==> src/rtl/decode_stage.sv <==
// RV32I decode stage: decodes fetched words and queues uops in a skid FIFO.
// Ports: fetch side (opcode, pc_in, uop_valid_in, decode_stall), flush,
// execute side (dec_valid/dec_ready + decoded fields), sticky overflow_err.
module decode_stage #(
    parameter int ADDR_WIDTH = 32,
    parameter int INST_WIDTH = 32,
    parameter int DEPTH      = 2
) (
    input  logic                  clk,
    input  logic                  reset_n,
    input  logic [INST_WIDTH-1:0] opcode,
    input  logic                  uop_valid_in,
    input  logic [ADDR_WIDTH-1:0] pc_in,
    input  logic                  system_flush,
    output logic                  decode_stall,
    output logic                  dec_valid,
    input  logic                  dec_ready,
    output logic [ADDR_WIDTH-1:0] dec_pc,
    output logic [3:0]            dec_class,
    output logic [4:0]            dec_rd,
    output logic [4:0]            dec_rs1,
    output logic [4:0]            dec_rs2,
    output logic [2:0]            dec_funct3,
    output logic [6:0]            dec_funct7,
    output logic [31:0]           dec_imm,
    output logic                  overflow_err
);

    localparam int PW = (DEPTH > 1) ? $clog2(DEPTH) : 1;
    localparam int CW = $clog2(DEPTH + 1);

    localparam logic [3:0] C_NOP   = 4'd0;
    localparam logic [3:0] C_LUI   = 4'd1;
    localparam logic [3:0] C_AUIPC = 4'd2;
    localparam logic [3:0] C_JAL   = 4'd3;
    localparam logic [3:0] C_JALR  = 4'd4;
    localparam logic [3:0] C_BR    = 4'd5;
    localparam logic [3:0] C_LOAD  = 4'd6;
    localparam logic [3:0] C_STORE = 4'd7;
    localparam logic [3:0] C_OPIMM = 4'd8;
    localparam logic [3:0] C_OP    = 4'd9;
    localparam logic [3:0] C_ILL   = 4'd15;

    typedef struct packed {
        logic [ADDR_WIDTH-1:0] pc;
        logic [3:0]            cls;
        logic [4:0]            rd;
        logic [4:0]            rs1;
        logic [4:0]            rs2;
        logic [2:0]            f3;
        logic [6:0]            f7;
        logic [31:0]           imm;
    } uop_t;

    uop_t            mem_q [DEPTH];
    uop_t            mem_d [DEPTH];
    logic [PW-1:0]   rd_ptr_q, rd_ptr_d;
    logic [PW-1:0]   wr_ptr_q, wr_ptr_d;
    logic [CW-1:0]   count_q, count_d;
    logic            ovf_q, ovf_d;

    logic [31:0]     inst;
    logic [6:0]      op;
    uop_t            uop;
    logic            push, pop, full;

    assign inst = opcode[31:0];
    assign op   = inst[6:0];

    always_comb begin
        uop     = '0;
        uop.pc  = pc_in;
        uop.rs1 = inst[19:15];
        uop.rs2 = inst[24:20];
        uop.f3  = inst[14:12];
        uop.f7  = inst[31:25];
        uop.rd  = inst[11:7];
        uop.imm = '0;
        unique case (1'b1)
            op == 7'b0110111: begin
                uop.cls = C_LUI;
                uop.imm = {inst[31:12], 12'b0};
            end
            op == 7'b0010111: begin
                uop.cls = C_AUIPC;
                uop.imm = {inst[31:12], 12'b0};
            end
            op == 7'b1101111: begin
                uop.cls = C_JAL;
                uop.imm = {{11{inst[31]}}, inst[31], inst[19:12],
                           inst[20], inst[30:21], 1'b0};
            end
            op == 7'b1100111: begin
                uop.cls = C_JALR;
                uop.imm = {{20{inst[31]}}, inst[31:20]};
            end
            op == 7'b1100011: begin
                uop.cls = C_BR;
                uop.rd  = '0;
                uop.imm = {{19{inst[31]}}, inst[31], inst[7],
                           inst[30:25], inst[11:8], 1'b0};
            end
            op == 7'b0000011: begin
                uop.cls = C_LOAD;
                uop.imm = {{20{inst[31]}}, inst[31:20]};
            end
            op == 7'b0100011: begin
                uop.cls = C_STORE;
                uop.rd  = '0;
                uop.imm = {{20{inst[31]}}, inst[31:25], inst[11:7]};
            end
            op == 7'b0010011: begin
                uop.cls = C_OPIMM;
                uop.imm = {{20{inst[31]}}, inst[31:20]};
            end
            op == 7'b0110011: begin
                uop.cls = C_OP;
            end
            op == 7'b0001111,
            op == 7'b1110011: begin
                uop.cls = C_NOP;
                uop.rd  = '0;
            end
            default: begin
                // Also covers inst[1:0] != 2'b11 (compressed space).
                uop.cls = C_ILL;
                uop.rd  = '0;
            end
        endcase
    end

    function automatic logic [PW-1:0] ptr_inc(input logic [PW-1:0] p);
        return (p == PW'(DEPTH - 1)) ? '0 : p + PW'(1);
    endfunction

    assign full = (count_q == CW'(DEPTH));
    assign pop  = (count_q != '0) & dec_ready & ~system_flush;
    assign push = uop_valid_in & ~system_flush & (~full | pop);

    always_comb begin
        mem_d    = mem_q;
        rd_ptr_d = rd_ptr_q;
        wr_ptr_d = wr_ptr_q;
        count_d  = count_q;
        ovf_d    = ovf_q;
        if (system_flush) begin
            rd_ptr_d = '0;
            wr_ptr_d = '0;
            count_d  = '0;
        end else begin
            if (push) begin
                mem_d[wr_ptr_q] = uop;
                wr_ptr_d        = ptr_inc(wr_ptr_q);
            end
            if (pop) begin
                rd_ptr_d = ptr_inc(rd_ptr_q);
            end
            if (push & ~pop) begin
                count_d = count_q + CW'(1);
            end else if (pop & ~push) begin
                count_d = count_q - CW'(1);
            end
            if (uop_valid_in & full & ~pop) begin
                ovf_d = 1'b1;
            end
        end
    end

    always_ff @(posedge clk or negedge reset_n) begin
        if (!reset_n) begin
            for (int i = 0; i < DEPTH; i++) begin
                mem_q[i] <= '0;
            end
            rd_ptr_q <= '0;
            wr_ptr_q <= '0;
            count_q  <= '0;
            ovf_q    <= 1'b0;
        end else begin
            mem_q    <= mem_d;
            rd_ptr_q <= rd_ptr_d;
            wr_ptr_q <= wr_ptr_d;
            count_q  <= count_d;
            ovf_q    <= ovf_d;
        end
    end

    // One slot of slack absorbs the uop fetch already has in flight.
    assign decode_stall = (count_q >= CW'(DEPTH - 1));
    assign dec_valid    = (count_q != '0);
    assign overflow_err = ovf_q;

    assign dec_pc     = mem_q[rd_ptr_q].pc;
    assign dec_class  = mem_q[rd_ptr_q].cls;
    assign dec_rd     = mem_q[rd_ptr_q].rd;
    assign dec_rs1    = mem_q[rd_ptr_q].rs1;
    assign dec_rs2    = mem_q[rd_ptr_q].rs2;
    assign dec_funct3 = mem_q[rd_ptr_q].f3;
    assign dec_funct7 = mem_q[rd_ptr_q].f7;
    assign dec_imm    = mem_q[rd_ptr_q].imm;

endmodule

==> config.mk <==
export PLATFORM = sky130hd
export DESIGN_NAME = decode_stage
export DESIGN_NICKNAME = d
export VERILOG_FILES = /design/src/rtl/decode_stage.sv
export SDC_FILE = /design/constraint.sdc
export NUM_CORES = 1
export LEC_CHECK = 0
export ABC_AREA = 1
export CAP_MARGIN = 20
export CORE_MARGIN = 2
export CORE_UTILIZATION = 57
export CTS_CLUSTER_DIAMETER = 120
export DETAILED_ROUTE_END_ITERATION = 10
export GPL_TIMING_DRIVEN = 0
export PLACE_DENSITY = 0.86
export SYNTH_ARGS = -nofsm -noshare
export SYNTH_HDL_FRONTEND = slang
export SYNTH_SLANG_ARGS = --single-unit
export TNS_END_PERCENT = 30
==> constraint.sdc <==
create_clock -name clk -period 5.16 [get_ports clk]
set_clock_uncertainty 0.2 [all_clocks]
set_input_delay 1.548 -clock clk [delete_from_list [all_inputs] [get_ports clk]]
set_output_delay 1.548 -clock clk [all_outputs]
set_load 0.01 [all_outputs]
* After elaboration in Yosys (flattened, before gate mapping)
Index checks and enable logic that the tools add are counted.
** Cells by class
- Bitwise gates (word level) :: 15
- Magnitude comparators :: 4
- $add $sub $neg :: 4
- Reductions and logical operators :: 11
- Muxes and demuxes :: 18
- Eq/ne operators :: 12
** Operators with widths (count)
- 93-bit 2-to-1 mux :: 4
- 186-bit bitwise mux :: 1
- 32-bit one-hot mux with 5 select lines :: 1
- 93-bit demux with 1-bit select :: 1
- 4-bit one-hot mux with 10 select lines :: 1
- 7-bit == test, second input constant :: 4
- 7-bit by 6-bit == test with 1-bit output, second input constant :: 3
- 7-bit by 5-bit == test with 1-bit output, second input constant :: 2
- 1-bit bitwise AND :: 8
- 7-bit by 2-bit == test with 1-bit output, second input constant :: 1
- 7-bit by 4-bit == test with 1-bit output, second input constant :: 1
- 7-bit OR reduction :: 1
- 1-bit 2-to-1 mux :: 6
- 2-bit 2-to-1 mux :: 3
- 2-bit nonzero test :: 3
- 5-bit 2-to-1 mux :: 1
- 2-bit >= comparator, second input constant :: 2
- 1-bit NOT :: 4
- 1-bit NOT with 2-bit output :: 2
- 2-bit AND reduction :: 2
- 2-bit OR reduction :: 2
- 3-bit nonzero test :: 1
- 3-bit OR reduction :: 1
- 1-bit adder, second input constant :: 2
- other kinds (7) :: 7
** Word-level totals
- Bits in registers :: 191
- Output and inout port bits :: 96
- Logic and storage cells :: 84
- Input port bits :: 69

* Logic depth before layout (Yosys ltp)
Gate-level depths: netlist of run 1.
- Depth in word-level cells :: 10
- Mapped depth :: 12
- Depth with buffers taken out :: 11

* Worst setup path before layout of run 1
No wires, ideal clock.
- Kind :: flip-flop to output port
- Start :: register rd_ptr_q
- End :: output port dec_imm[10]
- Path buffers :: 3
- Arrival :: 1.197 ns
- Path slack :: 2.215 ns
- Data required time :: 3.412 ns
- Cell stages (with the launch flop) :: 6
- Cells stage by stage :: dfrtp_1 > buf_2 > clkbuf_1 > clkbuf_1 > nand2_1 > o21ai_0
** On the way
- Longest elaborated chain between the ends :: 4
** Ends and longest elaborated chain
- from (decl) :: line 57 : logic [PW-1:0] rd_ptr_q, rd_ptr_d;
- from (signal assigned) :: line 180 : rd_ptr_q <= rd_ptr_d;
- 1-bit NOT with 2-bit output (not written as such) :: line 199 : assign dec_imm = mem_q[rd_ptr_q].imm;
- 93-bit 2-to-1 mux (not written as such) :: line 199
- 93-bit 2-to-1 mux (2 in series)
- to (decl) :: line 25 : output logic [31:0] dec_imm,
No other way between the ends. The select of a mux whose other input is x is not followed.

* Worst setup path after layout of run 1
Same ends and word-level chain as after synthesis.

==> results.py, run 1 <==
metrics = {
    "critical_path": {
        "end_kind": "primary output",
        "regToRegEndpoint": "mem_q[128]",
        "required_ns": 3.41,
        "worstPathArrival_ns": 2.87,
        "worst-r2r-cell-count": 9,
        "r2r_slack_ns": 2.81,
        "worstSetupEndpoint": "dec_imm[10]",
        "crit_fanout": 10,
        "crit_path_start": "rd_ptr_q",
        "critPathLaunchType": "flip-flop",
        "path_class": "flip-flop to primary output",
        "rr_startpoint": "count_q[0]",
    },
    "detailed_routing": {
        "vias": 8466,
        "wire_per_inst_um": 16.1,
        "firstDrtPassIters": 5,
        "wl_um": 25500,
        "drtIter0Drc": 784,
        "drc": 0,
        "drtAntennaViolNets": 0,
        "viasPerCell": 5.35,
    },
    "sta": {
        "maxSlewViolCount": 0,
        "rsz0062_at_grt": "false",
        "hold_slack_ns": 0.269,
        "setup_violations": 0,
        "finalCritPeriodShare_pct": 89.6,
        "fmax_mhz": 216,
        "period_minus_slack_ns": 4.62,
        "timing.final.ws_setup_ns": 0.538,
        "worst_pin_slew_ns": 0.651,
        "finalHoldViolCount": 0,
        "slew_headroom_pct": 56.6,
    },
    "place": {
        "place_area_sq_mm": 0.0109,
        "hpwl_um": 17700,
        "portBuffers": 164,
        "placed_cells": 1551,
        "place_congestion": 0.952,
        "place_ws_ns": 1.04,
    },
    "yosys": {
        "synth_top_area_cell": "dfrtp_1",
        "syn_area_per_cell_sq_um": 7.60,
        "synth_seq_cells": 191,
        "synth-edff-count": 0,
        "synth_most_common_cell": "nand2_1",
        "synth_area_leaders": "dfrtp_1, nand2_1, o21ai_0",
        "syn_inst": 1175,
        "mappedNetlistArea_sq_mm": 0.00893,
        "synth.top_cells.by_count": "nand2_1, dfrtp_1, o21ai_0",
        "synthFlopType": "dfrtp_1",
        "yosys.cell_types.count": 26,
        "yosysWarnings": 0,
        "synthArstFlopShare_pct": 100,
        "yosys.area.top_type_share_pct": 53.5,
        "ys_seq_area_share_pct": 53.5,
        "synth_nets": 1247,
    },
    "floorplan": {
        "ios": 165,
        "coreArea_sq_mm": 0.0153,
        "die_w_um": 129,
        "dieArea_sq_mm": 0.0167,
        "initial_core_util_pct": 58.5,
        "core.rowCount": 45,
        "die_h_um": 129,
    },
    "finish": {
        "fin_util_pct": 75.0,
        "fin_area_sq_mm": 0.0114,
        "drive_gt1_share_pct": 6.72,
        "layout.cells.non_filler": 1581,
        "diodes": 0,
        "area_growth_pct": 28.1,
        "nets": 1431,
    },
    "pwr": {
        "power.switching_w": 0.00189,
        "p_sw_share_pct": 34.2,
        "leakage_nw": 5.89,
        "p_per_area_mw_per_mm2": 482,
        "pwr-share-seq_pct": 39.8,
        "p_int_w": 0.00363,
        "p_comb_share_pct": 36.7,
        "clkPwrFrac_pct": 23.5,
        "vdd_drop_max_mv": 0.273,
    },
    "clocking": {
        "cts_tree": "built",
        "post_cts_buffers": 0,
        "clockBufferDepth": 2,
        "path_clk_slew_ns": 0.07,
        "numCtsBuffers": 17,
        "ctsHoldBuffers": 0,
        "ctsHtreeMaxLevel": 4,
        "clock-sinks": 191,
        "cts-root-buf": "clkbuf_16",
        "worst_skew_pair.late_latency_ns": 0.43,
        "cts_resized": 0,
    },
    "global_routing": {
        "grt_overflow": 0,
        "grt_pass1_wl_um": 40100,
        "track_usage_pct": 31.3,
        "grt_pass1_vias": 7978,
        "antenna_found_initial": 0,
        "grt_max_degree": 124,
    },
    "min_path": {
        "hp-class": "flip-flop to flip-flop",
    },
    "job": {
        "max_cap_violations": 0,
    },
    "outcome": {
        "run_status": "completed",
    },
}
metal layers:
layer | routed length (um) | vias to the layer above | part of all wire, % | track usage [%]
li1 | - | 3991 | - | -
met1 | 10600 | 4008 | 41 | 42.4
met2 | 12100 | 421 | 47 | 50.6
met3 | 2210 | 46 | 8.7 | 6.32
met4 | 657 | 0 | 2.6 | 11.3
met5 | 0 | - | 0 | 0
logic make-up after synthesis:
group | Yosys count | share of synthesized area [%]
xor+xnor | 1 | 0.0981
simple gates | 707 | 31.6
compound gates | 131 | 7.51
flops | 191 | 53.5
buf+inv | 142 | 6.83
fa+ha+maj | 3 | 0.420
sequential cells by signal (all words and copies together), names as in the netlist:
signal and flops:
mem_q 186, wr_ptr_q 1, overflow_err 1, count_q 2, rd_ptr_q 1
power groups by stage:
stage	sequential, W	clock (W)	combinational [W]
6_report	0.00219	0.00130	0.00203
5_1_grt	0.00224	0.00136	0.00222
4_1_cts	0.00219	0.00130	0.00202
3_5_place_dp	0.00221	0	0.00200
3_3_place_gp	0.00220	0	0.00195
2_1_floorplan	0.00216	0	0.00101
per-stage QoR:
step	TNS [ns]	total power [W]
after floorplan	0	0.00317
after detailed placement	0	0.00421
after CTS	0	0.00551
final	0	0.00552
after global placement	-1038.17	0.00414
after global routing	0	0.00582
area by class of cell:
cell class	instances	area, sq um
well taps	211	264
flip-flops and latches	191	4780
repair buffers	165	1670
fillers	1131	3810
inverters	79	297
multi-input cells	842	3540
clock inverters	10	115
clock buffers	20	457
plain buffers	63	314
layout by cell type (no fill, tap or decap), types with 2 or more instances in the layout:
cell type and n:
clkdlybuf4s50_1 163, clkinvlp_4 3, o21ai_1 10, buf_2 20
dfrtp_1 191, nor2_4 3, clkbuf_16 17, buf_4 10
o22ai_1 7, ha_1 3, o21ai_0 111, buf_1 2
inv_2 6, buf_6 2, nor2_1 16, nand3_2 11
clkbuf_1 30, nand2_2 5, nor2_2 2, nand3_1 34
clkbuf_8 2, clkinv_4 2, clkinv_2 3, nand3b_1 2
bufinv_16 2, nand2_1 633, inv_1 72
worst min-delay path by stage:
stage,slack (ns),from,depth (start not counted),endpoint
floorplan,0.25,mem_q[91],2,mem_q[91]
global placement,0.26,overflow_err,1,overflow_err
detailed placement,0.26,overflow_err,1,overflow_err
CTS,0.28,overflow_err,1,overflow_err
global route,0.29,overflow_err,1,overflow_err
finish,0.27,overflow_err,1,overflow_err
worst max-delay path, cell delays in order, from the launching register on:
cell	delay [ns]
dfrtp_1	0.31
buf_2	0.22
clkbuf_1	0.53
clkbuf_1	0.51
nand2_1	0.09
o21ai_0	0.16
clkdlybuf4s50_1	0.61
Power figures use the tool's default switching activity.
==> run 2: changes to the inputs <==
Settings changed: SKIP_CTS_REPAIR_TIMING set to 1.
==> results of run 2 <==
The final DEF is identical to that of run 1; final timing and power are the same.
==> run 3: changes to the inputs <==
Settings changed: CORE_ASPECT_RATIO set to 1.25.
==> results.py, run 3 (same netlist as run 1, synthesis figures left out) <==
metrics = {
    "sta": {
        "worst_pin_slew_ns": 0.681,
        "fmax_mhz": 221,
        "timing.final.ws_setup_ns": 0.644,
        "finalHoldViolCount": 0,
        "setup_violations": 0,
        "finalCritPeriodShare_pct": 87.5,
        "rsz0062_at_grt": "false",
        "period_minus_slack_ns": 4.52,
        "maxSlewViolCount": 0,
        "slew_headroom_pct": 54.6,
        "hold_slack_ns": 0.279,
    },
    "place": {
        "placed_cells": 1552,
        "hpwl_um": 17500,
        "place_area_sq_mm": 0.0109,
        "place_ws_ns": 1.09,
        "portBuffers": 164,
        "place_congestion": 0.976,
    },
    "clocking": {
        "ctsHtreeMaxLevel": 4,
        "clockBufferDepth": 2,
        "path_clk_slew_ns": 0.07,
        "worst_skew_pair.late_latency_ns": 0.42,
        "cts_tree": "built",
        "cts-root-buf": "clkbuf_16",
        "numCtsBuffers": 17,
        "clock-sinks": 191,
    },
    "finish": {
        "reg_top3": "mem_q x186, count_q x2",
        "diodes": 0,
        "fin_area_sq_mm": 0.0115,
        "regMostFlops": "mem_q",
        "drive_gt1_share_pct": 6.85,
        "nets": 1431,
        "final_common_cell": "nand2_1",
        "area_growth_pct": 28.2,
        "final_cell_mix": "nand2_1, dfrtp_1, clkdlybuf4s50_1",
        "fillers": 1187,
        "layout.cells.non_filler": 1584,
        "largest_reg_flops": 186,
    },
    "critical_path": {
        "cp_cell_sequence": "buf_2, clkbuf_1, clkbuf_1, nand2_1, o21ai_0, clkdlybuf4s50_1",
        "crit_path_top_delay_cell": "clkdlybuf4s50_1",
        "end_kind": "primary output",
        "crit_fanout": 10,
        "required_ns": 3.41,
        "critPathLaunchType": "flip-flop",
        "path_class": "flip-flop to primary output",
        "max_stage_delay_ns": 0.61,
        "worstPathArrival_ns": 2.77,
        "critical_path.most_common_cell": "clkbuf_1",
    },
    "pwr": {
        "p_per_area_mw_per_mm2": 477,
        "vdd_drop_max_mv": 0.228,
        "leakage_nw": 5.88,
    },
    "floorplan": {
        "die_w_um": 116,
        "ios": 165,
        "die_h_um": 144,
        "coreArea_sq_mm": 0.0154,
        "dieArea_sq_mm": 0.0167,
        "initial_core_util_pct": 57.9,
        "core.rowCount": 51,
    },
    "detailed_routing": {
        "wire_per_inst_um": 15.8,
        "drc": 0,
        "viasPerCell": 5.37,
        "vias": 8501,
        "drtIter0Drc": 844,
        "firstDrtPassIters": 6,
        "wl_um": 25000,
        "drtAntennaViolNets": 0,
    },
    "outcome": {
        "run_status": "completed",
    },
    "job": {
        "max_cap_violations": 0,
    },
    "global_routing": {
        "grt_pass1_wl_um": 39500,
        "grt_overflow": 0,
        "grt_max_degree": 127,
        "track_usage_pct": 30.8,
        "antenna_found_initial": 0,
        "grt_pass1_vias": 7995,
    },
    "min_path": {
        "hp-class": "flip-flop to flip-flop",
    },
}
==> run 3: cell types whose count changed in the layout (fill, tap and decap cells not counted) <==
| cell | change |
|---|---|
| clkbuf_8 | +1 |
| clkinv_4 | +1 |
| clkinvlp_4 | +2 |
| inv_6 | +1 |
| clkinv_2 | -2 |
| bufinv_16 | -1 |
==> run 3: path summary, 6_finish.rpt <==
kind                                 start  depth (start not counted)    endpoint  slack (ns)
worst min register to register   mem_q[64]                          2   mem_q[64]        0.28
worst min-delay path             mem_q[64]                          2   mem_q[64]        0.28
worst max register to register  count_q[0]                          9  mem_q[125]        2.95
worst max-delay path              rd_ptr_q                          6  dec_imm[9]        0.64
max in group asynchronous          reset_n                          2  mem_q[176]        2.88
min in group asynchronous          reset_n                          1  mem_q[159]        0.86
==> run 3: layout make-up <==
class,count,area (sq um),share of cell area [%]
inverters,79,297,2.59
clock buffers,21,470,4.11
flip-flops and latches,191,4780,41.7
clock inverters,11,108,0.940
multi-input cells,842,3540,30.9
well taps,212,265,2.32
plain buffers,63,314,2.74
repair buffers,165,1670,14.6
==> run 3: per-stage QoR <==
| step | setup TNS [ns] | utilization [%] | power [W] |
|---|---|---|---|
| after detailed placement | 0 | 70.4 | 0.00420 |
| final | 0 | 74.2 | 0.00547 |
| after global placement | -1029.44 | 70.2 | 0.00414 |
| after floorplan | 0 | - | 0.00317 |
| after CTS | 0 | 74.2 | 0.00547 |
| after global routing | 0 | 74.2 | 0.00578 |
==> run 3: per-layer routing <==
metal	global-route usage, %	up-vias	wire (um)
li1	-	3985	-
met1	40.2	4010	9850
met2	50.5	438	12000
met3	4.99	68	2140
met4	14.2	0	987
met5	0	-	0
==> run 3: worst max-delay path: cells and delay by family (launching register included) <==
family	cells	cell delay, ns
flip-flops	1	0.31
buffers and inverters	4	1.78
AO/OA/AOI/OAI	1	0.17
AND/OR/NAND/NOR	1	0.08
==> run 3: power by group <==
part | switching [W] | internal [W] | total [W]
Sequential | 0.000209 | 0.00198 | 0.00219
Combinational | 0.00109 | 0.000911 | 0.00200
Clock | 0.000567 | 0.000707 | 0.00127
Total | 0.00186 | 0.00360 | 0.00547
